<file path="src/rtl/sram_port_ctrl.sv">
// Initiator-side controller for one port of the dual-port SRAM wrapper: turns a
// read/write request stream into active-low SRAM strobes and returns read data in order.
module sram_port_ctrl #(
    parameter int WIDTH      = 256,
    parameter int DEPTH      = 64,
    parameter int RESP_DEPTH = 2
) (
    input  logic                     clk,
    input  logic                     rst_n,
    input  logic                     req_valid,
    output logic                     req_ready,
    input  logic                     req_write,
    input  logic [$clog2(DEPTH)-1:0] req_addr,
    input  logic [WIDTH-1:0]         req_wdata,
    output logic                     rsp_valid,
    input  logic                     rsp_ready,
    output logic [WIDTH-1:0]         rsp_rdata,
    output logic                     sram_en_n,
    output logic                     sram_we_n,
    output logic [$clog2(DEPTH)-1:0] sram_addr,
    output logic [WIDTH-1:0]         sram_wdata,
    input  logic [WIDTH-1:0]         sram_q,
    output logic                     idle
);

    localparam int PW = (RESP_DEPTH > 1) ? $clog2(RESP_DEPTH) : 1;
    localparam int CW = PW + 1;

    // Handshakes: a transfer happens on a cycle where valid and ready are both high.
    // req_ready never looks at req_valid/req_write; rsp_valid never looks at rsp_ready.
    logic                  fire;
    logic                  pop;
    logic                  push;
    logic                  rd_pend;
    logic [PW-1:0]         wr_ptr;
    logic [PW-1:0]         rd_ptr;
    logic [CW-1:0]         count;
    logic [CW:0]           occupancy;
    logic [WIDTH-1:0]      mem [RESP_DEPTH];

    assign rsp_valid = (count != '0);
    assign pop       = rsp_valid & rsp_ready;
    assign push      = rd_pend;

    // Reserve a FIFO slot for every read in flight; a same-cycle pop frees one early.
    assign occupancy = {1'b0, count} + {{CW{1'b0}}, rd_pend} - {{CW{1'b0}}, pop};
    assign req_ready = rst_n & (occupancy < (CW+1)'(RESP_DEPTH));

    assign fire       = req_valid & req_ready;
    assign sram_en_n  = ~fire;
    assign sram_we_n  = ~(fire & req_write);
    assign sram_addr  = req_addr;
    assign sram_wdata = req_wdata;

    assign rsp_rdata = mem[rd_ptr];
    assign idle      = ~rd_pend & (count == '0);

    always_ff @(posedge clk or negedge rst_n) begin
        if (!rst_n) begin
            rd_pend <= 1'b0;
            wr_ptr  <= '0;
            rd_ptr  <= '0;
            count   <= '0;
        end else begin
            rd_pend <= fire & ~req_write;
            if (push) begin
                wr_ptr <= wr_ptr + PW'(1);
            end
            if (pop) begin
                rd_ptr <= rd_ptr + PW'(1);
            end
            case ({push, pop})
                2'b10:   count <= count + CW'(1);
                2'b01:   count <= count - CW'(1);
                default: count <= count;
            endcase
        end
    end

    // Storage is not reset: contents behind an empty FIFO are never observed.
    always_ff @(posedge clk) begin
        if (push) begin
            mem[wr_ptr] <= sram_q;
        end
    end

endmodule

</file>
<file path="config.mk">
export PLATFORM = sky130hd
export DESIGN_NAME = sram_port_ctrl
export DESIGN_NICKNAME = d
export VERILOG_FILES = /design/src/rtl/sram_port_ctrl.sv
export SDC_FILE = /design/constraint.sdc
export NUM_CORES = 1
export LEC_CHECK = 0
export ABC_CLOCK_PERIOD_IN_PS = 20800
export BUFFER_PORTS_ARGS = -buffer_cell sky130_fd_sc_hd__buf_2
export CAP_MARGIN = 15
export CELL_PAD_IN_SITES_DETAIL_PLACEMENT = 2
export CELL_PAD_IN_SITES_GLOBAL_PLACEMENT = 2
export CORE_AREA = 2 2 409 411
export CTS_CLUSTER_DIAMETER = 40
export CTS_CLUSTER_SIZE = 16
export DETAILED_ROUTE_END_ITERATION = 10
export DIE_AREA = 0 0 411 413
export PLACE_DENSITY = 0.47
export SLEW_MARGIN = 30
export SYNTH_ARGS = -nofsm -noshare
export SYNTH_HDL_FRONTEND = slang
export SYNTH_SLANG_ARGS = --single-unit
</file>
<file path="constraint.sdc">
create_clock -name clk -period 20.8 [get_ports clk]
set_clock_uncertainty 0.15 [all_clocks]
set_input_delay 2.08 -clock clk [delete_from_list [all_inputs] [get_ports clk]]
set_output_delay 2.08 -clock clk [all_outputs]
set_load 0.01 [all_outputs]
</file>
==> impl_metrics.ini, run 1 <==
[critical_path]
startpoint = rd_ptr$_DFFE_PN0P_
reg2reg_slack_ns = 17.23
crit_slowest_cell = dfrtp_4
critPathKind = flop to output pin
crit_fanout = 57
r2r-end = mem[0][17]$_DFFE_PP_
crit_buf_inv = 4
path_delay_family = buffers and inverters
cp.arrival_ns = 4.33
rr_startpoint = push$_DFF_PN0_
start_kind = flop
cp-endpoint = rsp_rdata[91]
path_cells = buf_4 -> buf_4 -> buf_6 -> mux2_4 -> buf_2
worstPathRequired_ns = 18.57
path_depth = 5
cp_slowest_stage_delay_ns = 0.88
worstSetupEndpointType = output pin
worst_r2r_path_depth = 4
crit_top_cell = buf_4

[detailed_routing]
drc = 0
via_count = 10600
dr.first_iter.drc_count = 408
wl_per_cell_um = 16.0
vias_per_cell = 2.85
first_pass_iters = 4
ant_nets = 0
wirelength_mm = 59.5

[power_and_ir_drop]
power_density_mw_per_mm2 = 129
p_total_mw = 3.65
power.leakage_nw = 10.5
peakVddDrop_mv = 0.0611

[cts]
clk_pin_slew_ns = 0.05
cts-resized-gates = 0
root_buffer = clkbuf_16
cts.sinks = 517
cts_htree_levels = 3
clock_path_buffers = 3
cts_tree = yes
clk-insertion-delay-late_ns = 0.67
cts_made_buffers = 99
ctsHoldBuffers = 0
postCtsSetupBuffers = 0

[logic_synthesis]
syn-instance-count = 1089
ys_seq_area_frac = 0.713
ys_ff_latch = 517
syn-num-nets = 1613
syn_area_mm2 = 0.0217
synth-edff-count = 512
async_flop_share = 0.00967
yosysWarnings = 0
yosys.cell_types.count = 26
synth_ff_type = edfxtp_1
syn_avg_cell_area_um2 = 20.0

[final_layout]
layout_common_cells = 521 x buf_2, 512 x edfxtp_1, 230 x mux2_4, 101 x clkbuf_16, 26 x mux2_2
finalNetCount = 1957
layout_commonest_cell = buf_2
nFillCells = 18400
area_delta_synth_final_pct = 30.1
final_layout_size_suffix_gt1_frac = 0.631
final_util = 0.170
stdcell_area_mm2 = 0.0283

[sta]
fmax_mhz = 152
max_slew_margin = 0.397
worst_pin_slew_ns = 0.904
slew_viol_final = 0
setup_tns_ns = 0
finalCritPeriodShare = 0.315
post-route-min-period_ns = 6.56
rsz0062_at_grt = false
hold_ws_ns = 0.398
hold_viol = 0
setup_viol = 0

[floorplan]
initial_core_util = 0.131
rows = 150
die-width_um = 411
die_area_mm2 = 0.170
io_pins = 1046
core_mm2 = 0.166
fp.dieH_um = 413

[grt]
grt_pass1_vias = 11900
antenna_found_initial = 14
grt_use_total = 0.0668
grt_max_degree = 70
grt_pass1_wl_mm = 82.3
grt-ovfl-total = 0

[place]
place_area_mm2 = 0.0249
gp_congestion = 0.737
dpl.hpwl_mm = 42.5
port-buffer-count = 521

[hold_path]
hp-class = flop to flop

[job]
cap_viol_max_count = 0

[outcome]
status = finished, final reports clean
## layout make-up
type	count	area, um^2	share of cell area
antenna	3	7.51	0.000265
clock buffer	111	2560	0.0907
clock inverter	73	811	0.0287
inverter	1	3.75	0.000133
multi-input combinational	279	3910	0.138
sequential	517	15500	0.548
tap	2204	2760	0.0975
timing repair buffer	535	2730	0.0964
## stage by stage
step,setup slack (ns),cells
2_1_floorplan,8.06,1089
5_1_grt,13.90,3721
3_5_place_dp,14.55,3536
6_report,14.24,3723
3_3_place_gp,14.67,3536
4_1_cts,13.75,3720
## state kept, by name (all words and copies together), names as in the netlist
register  cells
rd_ptr        1
count         2
mem         512
push          1
wr_ptr        1
## cells in the mapped netlist, types with 2 or more instances
master,n,area [um^2]
a21oi_1,2,10.0
buf_2,3,15.0
buf_4,262,1970
buf_6,15,169
buf_8,11,165
dfrtp_1,5,125
edfxtp_1,512,15400
mux2_2,26,293
mux2_4,230,3450
nand2_1,3,11.3
nor2_1,3,11.3
xnor2_1,2,17.5
xor2_1,2,17.5
## worst min path at each step
stage,startpoint,end,slack (ns),cells after the start
final,wr_ptr$_DFFE_PN0P_,wr_ptr$_DFFE_PN0P_,0.40,1
after CTS,wr_ptr$_DFFE_PN0P_,wr_ptr$_DFFE_PN0P_,0.41,1
after floorplan,wr_ptr$_DFFE_PN0P_,wr_ptr$_DFFE_PN0P_,0.30,1
after global placement,wr_ptr$_DFFE_PN0P_,wr_ptr$_DFFE_PN0P_,0.38,1
after global routing,wr_ptr$_DFFE_PN0P_,wr_ptr$_DFFE_PN0P_,0.44,1
after detailed placement,wr_ptr$_DFFE_PN0P_,wr_ptr$_DFFE_PN0P_,0.39,1
## power breakdown
| group | switching (mW) | internal [mW] | total [mW] |
|---|---|---|---|
| Clock | 0.567 | 1.03 | 1.60 |
| Combinational | 0.389 | 0.408 | 0.797 |
| Sequential | 0.0364 | 1.22 | 1.25 |
## logic make-up after synthesis
logic type,synth area share
AO/OA/AOI/OAI,0.000460
XOR/XNOR,0.00161
multiplexers,0.173
buffers and inverters,0.108
AND/OR/NAND/NOR,0.00363
adder cells (fa/ha/maj),0.000921
flip-flops,0.713
## layer usage
layer	up-vias	wire (um)	share of wire	track usage
met5	-	178	0.0030	0.00283
met4	18	2520	0.042	0.0382
met3	212	6450	0.11	0.0355
met2	599	28600	0.48	0.108
met1	5214	21700	0.37	0.0685
li1	4558	-	-	-
(Power assumes the default switching activity.)
==> run 2: changes to the inputs <==
- ABC_CLOCK_PERIOD_IN_PS: 20800 -> 6300
- CORE_AREA: 2 2 409 411 -> 2 2 404 406
- DIE_AREA: 0 0 411 413 -> 0 0 406 408
- clock period: 20.8 -> 6.3 ns (I/O delays scaled with it)
==> run 2 against run 1 <==
Core utilization grew 2.2 points. Cell count up 6.5%. Highest routed layer unchanged. Routed wire length up 9.1%. Critical path depth is 1 lower.
==> impl_metrics.ini, run 2 (synthesized netlist as in run 1, its figures left out) <==
[detailed_routing]
vias_per_cell = 2.94
dr.first_iter.drc_count = 396
wirelength_mm = 64.9
ant_nets = 0
wl_per_cell_um = 16.4
via_count = 11700
first_pass_iters = 4
drc = 0

[power_and_ir_drop]
comb_power_share = 0.228
p_int_mw = 9.22
p_total_mw = 12.6
power.leakage_nw = 11.8
power.switching_mw = 3.39
pwr-share-clk = 0.445
p_sw_frac = 0.269
power_density_mw_per_mm2 = 404
peakVddDrop_mv = 0.226
pwr-share-seq = 0.327

[grt]
grt_max_degree = 122
grt-ovfl-total = 0
grt_pass1_vias = 13800
grt_use_total = 0.0761
grt_pass1_wl_mm = 91.9
antenna_found_initial = 9

[cts]
cts_tree = yes
ctsHoldBuffers = 259
root_buffer = clkbuf_16
clk_pin_slew_ns = 0.05
postCtsSetupBuffers = 0
cts-resized-gates = 0
cts.sinks = 517
clock_path_buffers = 3
cts_htree_levels = 3
clk-insertion-delay-late_ns = 0.68
cts_made_buffers = 104

[critical_path]
cp.arrival_ns = 2.82
start_kind = flop
critPathKind = flop to output pin
crit_fanout = 78
worstPathRequired_ns = 5.52
worstSetupEndpointType = output pin

[final_layout]
finalNonFillerCells = 3966
final_layout_size_suffix_gt1_frac = 0.544
nFillCells = 17700
layout_common_cells = 521 x buf_2, 512 x edfxtp_1, 259 x dlygate4sd3_1, 230 x mux2_4, 105 x clkbuf_16
reg_top3 = mem x512, count x2
area_delta_synth_final_pct = 43.5
finalNetCount = 2225
multi_input_area_mm2 = 0.00391
regMostFlops = mem
final_util = 0.193
largest_reg_flops = 512
layout_commonest_cell = buf_2
register_area_mm2 = 0.0155

[outcome]
status = finished, final reports clean

[floorplan]
rows = 148
die_area_mm2 = 0.166
die-width_um = 406
core_mm2 = 0.162
fp.dieH_um = 408
io_pins = 1046
initial_core_util = 0.134

[sta]
fmax_mhz = 277
slew_viol_final = 0
setup_tns_ns = 0
hold_viol = 0
finalCritPeriodShare = 0.572
setup_viol = 0
worst_pin_slew_ns = 1.00
rsz0062_at_grt = false
max_slew_margin = 0.333
post-route-min-period_ns = 3.60

[place]
place_inst = 3510
port-buffer-count = 521
dpl.hpwl_mm = 45.1
gp_congestion = 0.724

[hold_path]
hp-class = primary input to flop

[job]
cap_viol_max_count = 0
-- run 2: power groups by stage --
stage / sequential, mW / combinational [mW] / clock [mW]
floorplan: 4.14 / 2.14 / 0
global placement: 4.24 / 2.71 / 0
detailed placement: 4.19 / 2.81 / 0
CTS: 4.13 / 2.96 / 5.82
global route: 4.14 / 3.08 / 5.97
finish: 4.12 / 2.88 / 5.62
-- run 2: worst max-delay path, stage by stage, from the launching register on --
cell and delay (ns):
dfrtp_4 0.69, buf_16 0.29, buf_12 0.47, mux2_2 0.41, buf_2 0.14
-- run 2: cell type report --
type / instances / area share
timing repair buffer: 798 / 0.175
antenna: 3 / 0.000241
clock inverter: 83 / 0.0302
tap: 2175 / 0.0872
multi-input combinational: 279 / 0.125
inverter: 1 / 0.000120
clock buffer: 110 / 0.0848
sequential: 517 / 0.497
-- run 2: worst paths after layout --
| path | start | end | slack (ns) | cells after the start |
|---|---|---|---|---|
| max | rd_ptr$_DFFE_PN0P_ | rsp_rdata[241] | 2.70 | 4 |
| max in group asynchronous | rst_n | rd_ptr$_DFFE_PN0P_ | 5.67 | 2 |
| max reg2reg | push$_DFF_PN0_ | mem[1][96]$_DFFE_PP_ | 3.74 | 3 |
| min in group asynchronous | rst_n | wr_ptr$_DFFE_PN0P_ | 0.16 | 2 |
| min | rsp_ready | rd_ptr$_DFFE_PN0P_ | 0.12 | 3 |
| min reg2reg | wr_ptr$_DFFE_PN0P_ | wr_ptr$_DFFE_PN0P_ | 0.40 | 1 |
-- run 2: per-stage QoR --
stage               setup slack, ns  cell area (um^2)  hold WS, ns
floorplan                      1.35             21700        0.184
detailed placement             3.29             25000        0.316
global placement               3.15             25000        0.310
global route                   2.49             31200       0.0646
CTS                            2.50             31200      0.00708
finish                         2.70             31200        0.118
-- run 2: layer usage --
layer / up-vias / wire length, um / track usage
met2: 614 / 32800 / 0.133
met3: 200 / 5780 / 0.0333
met1: 5733 / 23400 / 0.0758
met5: - / 141 / 0.00380
met4: 10 / 2740 / 0.0392
li1: 5102 / - / -
